==> config.mk <==
export PLATFORM = sky130hd
export DESIGN_NAME = inst_issuer
export DESIGN_NICKNAME = d
export VERILOG_FILES = /design/src/rtl/inst_issuer.sv
export SDC_FILE = /design/constraint.sdc
export NUM_CORES = 1
export LEC_CHECK = 0
export ABC_AREA = 1
export CAP_MARGIN = 30
export CELL_PAD_IN_SITES_DETAIL_PLACEMENT = 1
export CELL_PAD_IN_SITES_GLOBAL_PLACEMENT = 2
export CORE_MARGIN = 10
export CORE_UTILIZATION = 39
export DETAILED_ROUTE_END_ITERATION = 8
export GPL_ROUTABILITY_DRIVEN = 0
export PLACE_DENSITY_LB_ADDON = 0.1
export SYNTH_ARGS = -nofsm -noshare
export SYNTH_HDL_FRONTEND = slang
export SYNTH_SLANG_ARGS = --single-unit
export TNS_END_PERCENT = 100
==> constraint.sdc <==
create_clock -name i_clk -period 3.6 [get_ports i_clk]
set_input_delay 0.36 -clock i_clk [delete_from_list [all_inputs] [get_ports i_clk]]
set_output_delay 0.36 -clock i_clk [all_outputs]
set_load 0.1 [all_outputs]
==> src/rtl/inst_issuer.sv <==
// Instruction issuer: host-filled FIFO streamed to the core over valid/ready on start, with transfer count.
// Latency: first o_valid one cycle after start is sampled; back-to-back issue, one instruction per cycle.
// Backpressure: i_ready=0 holds o_inst/o_valid; writes while full are dropped and flagged on o_err.
module inst_issuer #(
    parameter int DEPTH = 8,
    parameter int W     = 21
) (
    input  logic         i_clk,
    input  logic         i_rsn,
    input  logic         i_wr,
    input  logic [W-1:0] i_wdata,
    output logic         o_full,
    output logic         o_empty,
    output logic         o_err,
    input  logic         i_start,
    output logic         o_busy,
    output logic         o_done,
    output logic [W-1:0] o_inst,
    output logic         o_valid,
    input  logic         i_ready,
    output logic [7:0]   o_count
);
    localparam int AW = $clog2(DEPTH);
    localparam logic [AW:0] FULL_CNT = (AW+1)'(DEPTH);

    typedef enum logic [1:0] {IDLE, RUN, DONE} state_t;
    state_t state, state_nxt;

    logic [W-1:0]  mem [DEPTH];
    logic [AW-1:0] wr_ptr, rd_ptr;
    logic [AW:0]   cnt, cnt_nxt;
    logic          push, pop, xfer, start_run, valid_nxt;

    assign xfer      = o_valid && i_ready;
    assign push      = i_wr && !o_full;
    // Refill the output register whenever it is empty or being drained this edge.
    assign pop       = (state == RUN) && !o_empty && (!o_valid || i_ready);
    assign start_run = (state == IDLE) && i_start;
    assign valid_nxt = pop || (o_valid && !i_ready);
    assign cnt_nxt   = cnt + {{AW{1'b0}}, push} - {{AW{1'b0}}, pop};

    always_ff @(posedge i_clk) begin
        if (push) mem[wr_ptr] <= i_wdata;
    end

    always_ff @(posedge i_clk or negedge i_rsn) begin
        if (!i_rsn) begin
            wr_ptr  <= '0;
            rd_ptr  <= '0;
            cnt     <= '0;
            o_full  <= 1'b0;
            o_empty <= 1'b1;
            o_err   <= 1'b0;
        end else begin
            if (push) wr_ptr <= wr_ptr + 1'b1;
            if (pop)  rd_ptr <= rd_ptr + 1'b1;
            cnt     <= cnt_nxt;
            o_full  <= (cnt_nxt == FULL_CNT);
            o_empty <= (cnt_nxt == '0);
            if (i_wr && o_full)
                o_err <= 1'b1;
            else if (start_run)
                o_err <= 1'b0;
        end
    end

    always_ff @(posedge i_clk or negedge i_rsn) begin
        if (!i_rsn) begin
            o_inst  <= '0;
            o_valid <= 1'b0;
            o_count <= '0;
        end else begin
            if (pop) begin
                o_inst  <= mem[rd_ptr];
                o_valid <= 1'b1;
            end else if (xfer) begin
                o_valid <= 1'b0;
            end
            if (start_run)
                o_count <= '0;
            else if (xfer)
                o_count <= o_count + 8'd1;
        end
    end

    always_ff @(posedge i_clk or negedge i_rsn) begin
        if (!i_rsn) state <= IDLE;
        else        state <= state_nxt;
    end

    always_comb begin
        state_nxt = state;
        case (state)
            IDLE:    if (i_start) state_nxt = RUN;
            // Late writes keep the run alive: cnt_nxt already includes this edge's push.
            RUN:     if ((cnt_nxt == '0) && !valid_nxt) state_nxt = DONE;
            DONE:    state_nxt = IDLE;
            default: state_nxt = IDLE;
        endcase
    end

    assign o_busy = (state == RUN);
    assign o_done = (state == DONE);
endmodule

* Yosys cells after proc, flatten, opt, wreduce, memory -nomap -nowiden *
Memory sizes are Yosys's and may differ from the RTL's. A register that Yosys moved wholly into a read port is not among the register bits.
Index checks and enable logic that the tools add are counted.

storage, ports and cells
  register bits = 24
  latch bits = 0
  bits in writable memories = 168
  ROM bits = 0
  input bits = 26
  memories kept = 1

memory list
  memory  depth  bits a word  read ports  clocked after Yosys merged registers in  write ports  line  RTL
  mem     8      21           1           1                                        1            29    logic [W-1:0] mem [DEPTH];

cells by class
  add/sub/neg operators = 5
  multiply operators = 0
  div/mod/pow operators = 0
  magnitude comparators = 0
  eq/ne operators = 5
  shift-type cells = 0
  multiplexer cells = 11
  bitwise logic cells = 0
  reduce and logical (&&, ||, !) cells = 22

operators with widths
  kind                                                   count
  two-way mux 8 bit                                      2
  adder 8 x 1 -> 8 bit, second input constant            1
  logical AND 1 bit                                      8
  adder 3 x 1 -> 3 bit, second input constant            2
  logical NOT 1 bit                                      6
  two-way mux 1 bit                                      6
  nonzero test 2 bit                                     3
  adder 4 x 1 -> 4 bit                                   1
  equality test 4 bit, second input constant             1
  logical NOT 4 bit                                      1
  two-way mux 2 bit                                      2
  one-hot mux 2 bit (2 select lines)                     1
  subtractor 4 x 1 -> 4 bit                              1
  equality test 2 x 1 -> 1 bit, second input constant    1
  equality test 2 bit, second input constant             1
  logical NOT 2 bit                                      1
  logical OR 1 bit                                       2
  inequality test 2 x 1 -> 1 bit, second input constant  1
  inequality test 2 bit, second input constant           1
  AND reduction 2 bit                                    1

* Longest topological paths before layout *
  depth in word-level cells = 8
  depth in mapped cells = 16

* Worst setup path before layout *
Ideal clock, no wire load.

  kind = flip-flop to flip-flop
  from = register o_valid
  to = register state[0]
  arrival = 3028 ps
  data required time = 3471 ps
  setup slack = 443 ps
  cell stages (with the launch flop) = 14
  buffers on the path = 1
  clock period less this slack = 3157 ps
  path through = dfrtp_1 nand2_1 nand2_2 inv_1 buf_4 ha_1 inv_1 ha_1 fa_1 or2_2 nor2_1 nand3_1 nand2_1 nand2_1

on the way
  cells in the longest elaborated chain, start to end = 8
  elaborated cells between the ends (all ways) = 11
  classes of those cells = add/sub (1); eq/ne (1); reduce/logical (9)

ends and longest elaborated chain
  item                                      line  RTL
  start: declaration                        19    output logic o_valid,
  start signal: assignment                  70    o_valid <= 1'b0;
  start signal: assignment                  75    o_valid <= 1'b1;
  start signal: assignment                  77    o_valid <= 1'b0;
  logical NOT 1 bit                         37    assign pop = (state == RUN) && !o_empty && (!o_valid || i_ready);
  logical OR 1 bit                          37
  logical AND 1 bit                         37
  via pop                                   32    logic push, pop, xfer, start_run, valid_nxt;
  subtractor 4 x 1 -> 4 bit                 40    assign cnt_nxt = cnt + {{AW{1'b0}}, push} - {{AW{1'b0}}, pop};
  via cnt_nxt[1]                            31    logic [AW:0] cnt, cnt_nxt;
  logical NOT 4 bit                         96    RUN: if ((cnt_nxt == '0) && !valid_nxt) state_nxt = DONE;
  logical AND 1 bit                         96
  inequality test 2 x 1 -> 1 bit (no line)  --
  AND reduction 2 bit (no line)             --
  end signal: assignment                    88    else state <= state_nxt;
  end: declaration                          27    state_t state, state_nxt;

The timed path passes the listed nets, and every way through them passes these cells.
A chain may end at the register's enable or synchronous reset.

* Worst setup path in the final report *
  from = register o_full
  to = register state[0]

on the way
  cells in the longest elaborated chain, start to end = 8

ends and longest elaborated chain
  item                                      line  RTL
  start: declaration                        12    output logic o_full,
  start signal: assignment                  58    o_full <= (cnt_nxt == FULL_CNT);
  logical NOT 1 bit                         35    assign push = i_wr && !o_full;
  logical AND 1 bit                         35
  adder 4 x 1 -> 4 bit                      40
  subtractor 4 x 1 -> 4 bit                 40
  via cnt_nxt[1]                            31
  logical NOT 4 bit                         96
  logical AND 1 bit                         96
  inequality test 2 x 1 -> 1 bit (no line)  --
  AND reduction 2 bit (no line)             --

The timed path passes the listed nets, and every way through them passes these cells.

==> flow_summary.toml <==
[cts]
clk_pin_slew_ns = 0.06
htree_levels = 1
cts_buffers = 23
cts_tree = "built"
clock_latency_ns = 0.51
clock-sinks = 213
cts_root_buffer = "clkbuf_16"
clk_path_buf_depth = 3
post_cts_resized = 0

[timing]
hold_viol_final = 0
clock.fmax_ghz = 0.379
setup_viol = 0
worstMarginPinSlew_ns = 0.999
fin_crit_ns = 2.64
slew_violations = 0
rsz0062_at_grt = "false"
holdWs_ns = 0.274
period_share_pct = 73.2
fin_tns_setup_ns = 0
slew_headroom_pct = 33.2
clock_skew_ns = 0.0141

[floorplanning]
initial_core_util_pct = 39.4
core_area_um2 = 21600
die_width_um = 168
fp.dieArea_um2 = 28100
fp.dieH_um = 168
rows = 54
ios = 61

[pwr]
p_switching_w = 0.00428
powerDensity_nw_per_um2 = 967
combPwrFrac_pct = 43.2
pwr-share-seq_pct = 34.2
power_frac_clock_pct = 22.7
swShare_pct = 43.6
leakagePower_nw = 3.82
p_int_w = 0.00554
peakVddDrop_mv = 0.508

[synth]
ys_ff_latch = 213
synth_cells = 737
synth.area.top_cells = "edfxtp_1 (59%), dfrtp_1 (13%), nor2_1 (8.3%)"
netlist_top_cells_count = "nor2_1 (189), edfxtp_1 (168), nand2_1 (80)"
synth-compound-area-share_pct = 5.71
synth_area_um2 = 8520
synth-xor-area-share_pct = 0.411
postSynthNetCount = 771
synth-edff-count = 168
synthMuxAreaShare_pct = 0
netlist.area_leader.share_pct = 59.2
yosys.area_share.simple_pct = 16.5
synth_top_family_by_area = "simple AND/OR/NAND/NOR gates"
synth_top_area_cell = "edfxtp_1"
ys.flop_type = "edfxtp_1"
yosysSeqAreaShare_pct = 72.5
yosys.cell_count.top_type = "nor2_1"
yosysWarnings = 0
synthArstFlopShare_pct = 21.1
avgSynthCellArea_um2 = 11.6
synth-adder-area-share_pct = 1.26
synth.distinct_cells = 25

[worst_setup_path]
startpoint_type = "flop"
critical_path.max_fanout = 5
r2r_start = "o_full"
rrSetupSlack_ns = 0.96
crit_required_ns = 3.98
end_kind = "flop"
crit_start = "o_full"
rr_worst_depth = 11
arrival_ns = 3.01
path_class = "flop to flop"
worstReg2RegEnd = "state[0]"

[route]
drtIter0Drc = 253
routed_wl_mm = 21.7
dr.pass1.iters = 5
dr_total_vias = 5614
drc = 0
wl_per_cell_um = 19.7
postRouteAntennaNets = 0
via_per_inst = 5.10

[global_routing]
gr-total-overflow = 0
gr-usage-all-layers_pct = 15.2
grt_pass1_wl_mm = 34.6
grt_pass1_vias = 6174
grt_max_degree = 86
antenna_found_initial = 0

[place]
portBuffers = 60
dp_hpwl_mm = 13.4
place_area_um2 = 9440

[run]
drv_cap = 0

[final_layout]
layout-drive-gt1-share_pct = 7.92
fin_nets = 839
fin_area_um2 = 10200
diodes = 0
utilization_pct = 47.0
area_growth_pct = 19.2

[hold_path]
hold_path_class = "primary input to async pin"

[status]
status = "finished clean"
critical path, stage by stage (launching register included):
cell and delay, ns:
dfrtp_1 0.39, nor2_1 0.28, inv_1 0.13, ha_1 0.30
inv_1 0.04, ha_1 0.20, fa_1 0.46, or2_2 0.29
nor2_1 0.15, nand3_1 0.13, nand2_1 0.09, nand2_1 0.05
cell usage in the layout (no fill, tap or decap), drive strengths merged, types with 2 or more instances in the layout:
cell type / instances
edfxtp: 168
dfrtp: 44
clkbuf: 33
clkinv: 6
nand3: 71
buf: 19
clkdlybuf4s50: 59
xor2: 4
inv: 34
or2: 2
nor2: 190
a21oi: 4
nand2: 81
o21ai: 90
nand4: 2
ha: 7
per-layer routing:
layer	global-route usage [%]	part of all wire (%)	vias up
met4	3.56	1.5	0
met2	26.5	50	83
met3	2.54	4.7	28
met1	19.3	44	2844
met5	0	0	-
li1	-	-	2659
logic make-up after synthesis:
logic type                 after synthesis
buffers and inverters                   69
and+or+nand+nor                        347
adders and majority gates                8
DFF                                    213
AOI/OAI and AO/OA                       96
xor gates and xnor gates                 4
metrics by stage:
stage | std cells | power (W) | setup WS [ns]
global placement | 1059 | 0.00759 | 0.528
floorplan | 737 | 0.00649 | 0.443
global route | 1101 | 0.0105 | 0.768
detailed placement | 1059 | 0.00770 | 0.479
CTS | 1101 | 0.00997 | 0.953
finish | 1101 | 0.00982 | 0.963
area by class of cell:
cell class,instances,area (µm²)
Clock buffer,33,643
Clock inverter,8,63.8
Fill cell,2336,11500
Inverter,33,124
Multi-Input combinational cell,455,2060
Sequential cell,213,6170
Tap cell,280,350
Timing Repair Buffer,79,741
state kept, by name (all words and copies together) (netlist names):
register and flops:
o_count 8, o_valid 1, o_full 1, state 2, o_inst 21, mem 168, o_err 1, rd_ptr 3
wr_ptr 3, cnt 4, o_empty 1
power by group through the flow:
| stage | clock, W | combinational, W | sequential [W] |
|---|---|---|---|
| 5_1_grt | 0.00240 | 0.00465 | 0.00341 |
| 3_3_place_gp | 0 | 0.00420 | 0.00339 |
| 3_5_place_dp | 0 | 0.00429 | 0.00341 |
| 2_1_floorplan | 0 | 0.00190 | 0.00459 |
| 4_1_cts | 0.00229 | 0.00432 | 0.00336 |
| 6_report | 0.00222 | 0.00424 | 0.00335 |
worst max-delay path by stage:
stage | to | slack, ns | cells past startpoint
2_1_floorplan | state[0] | 0.44 | 13
3_3_place_gp | state[0] | 0.53 | 13
3_5_place_dp | state[0] | 0.48 | 13
4_1_cts | o_busy | 0.95 | 4
5_1_grt | state[0] | 0.77 | 11
6_report | state[0] | 0.96 | 11
what timing repair did:
action / 4_1_cts / 5_1_grt
endpoints found under the setup margin: 0 / 0
setup buffers: 0 / 0
hold endpoints to repair: 9 / 0
hold buffers: 1 / 0
(Power assumes the default switching activity.)
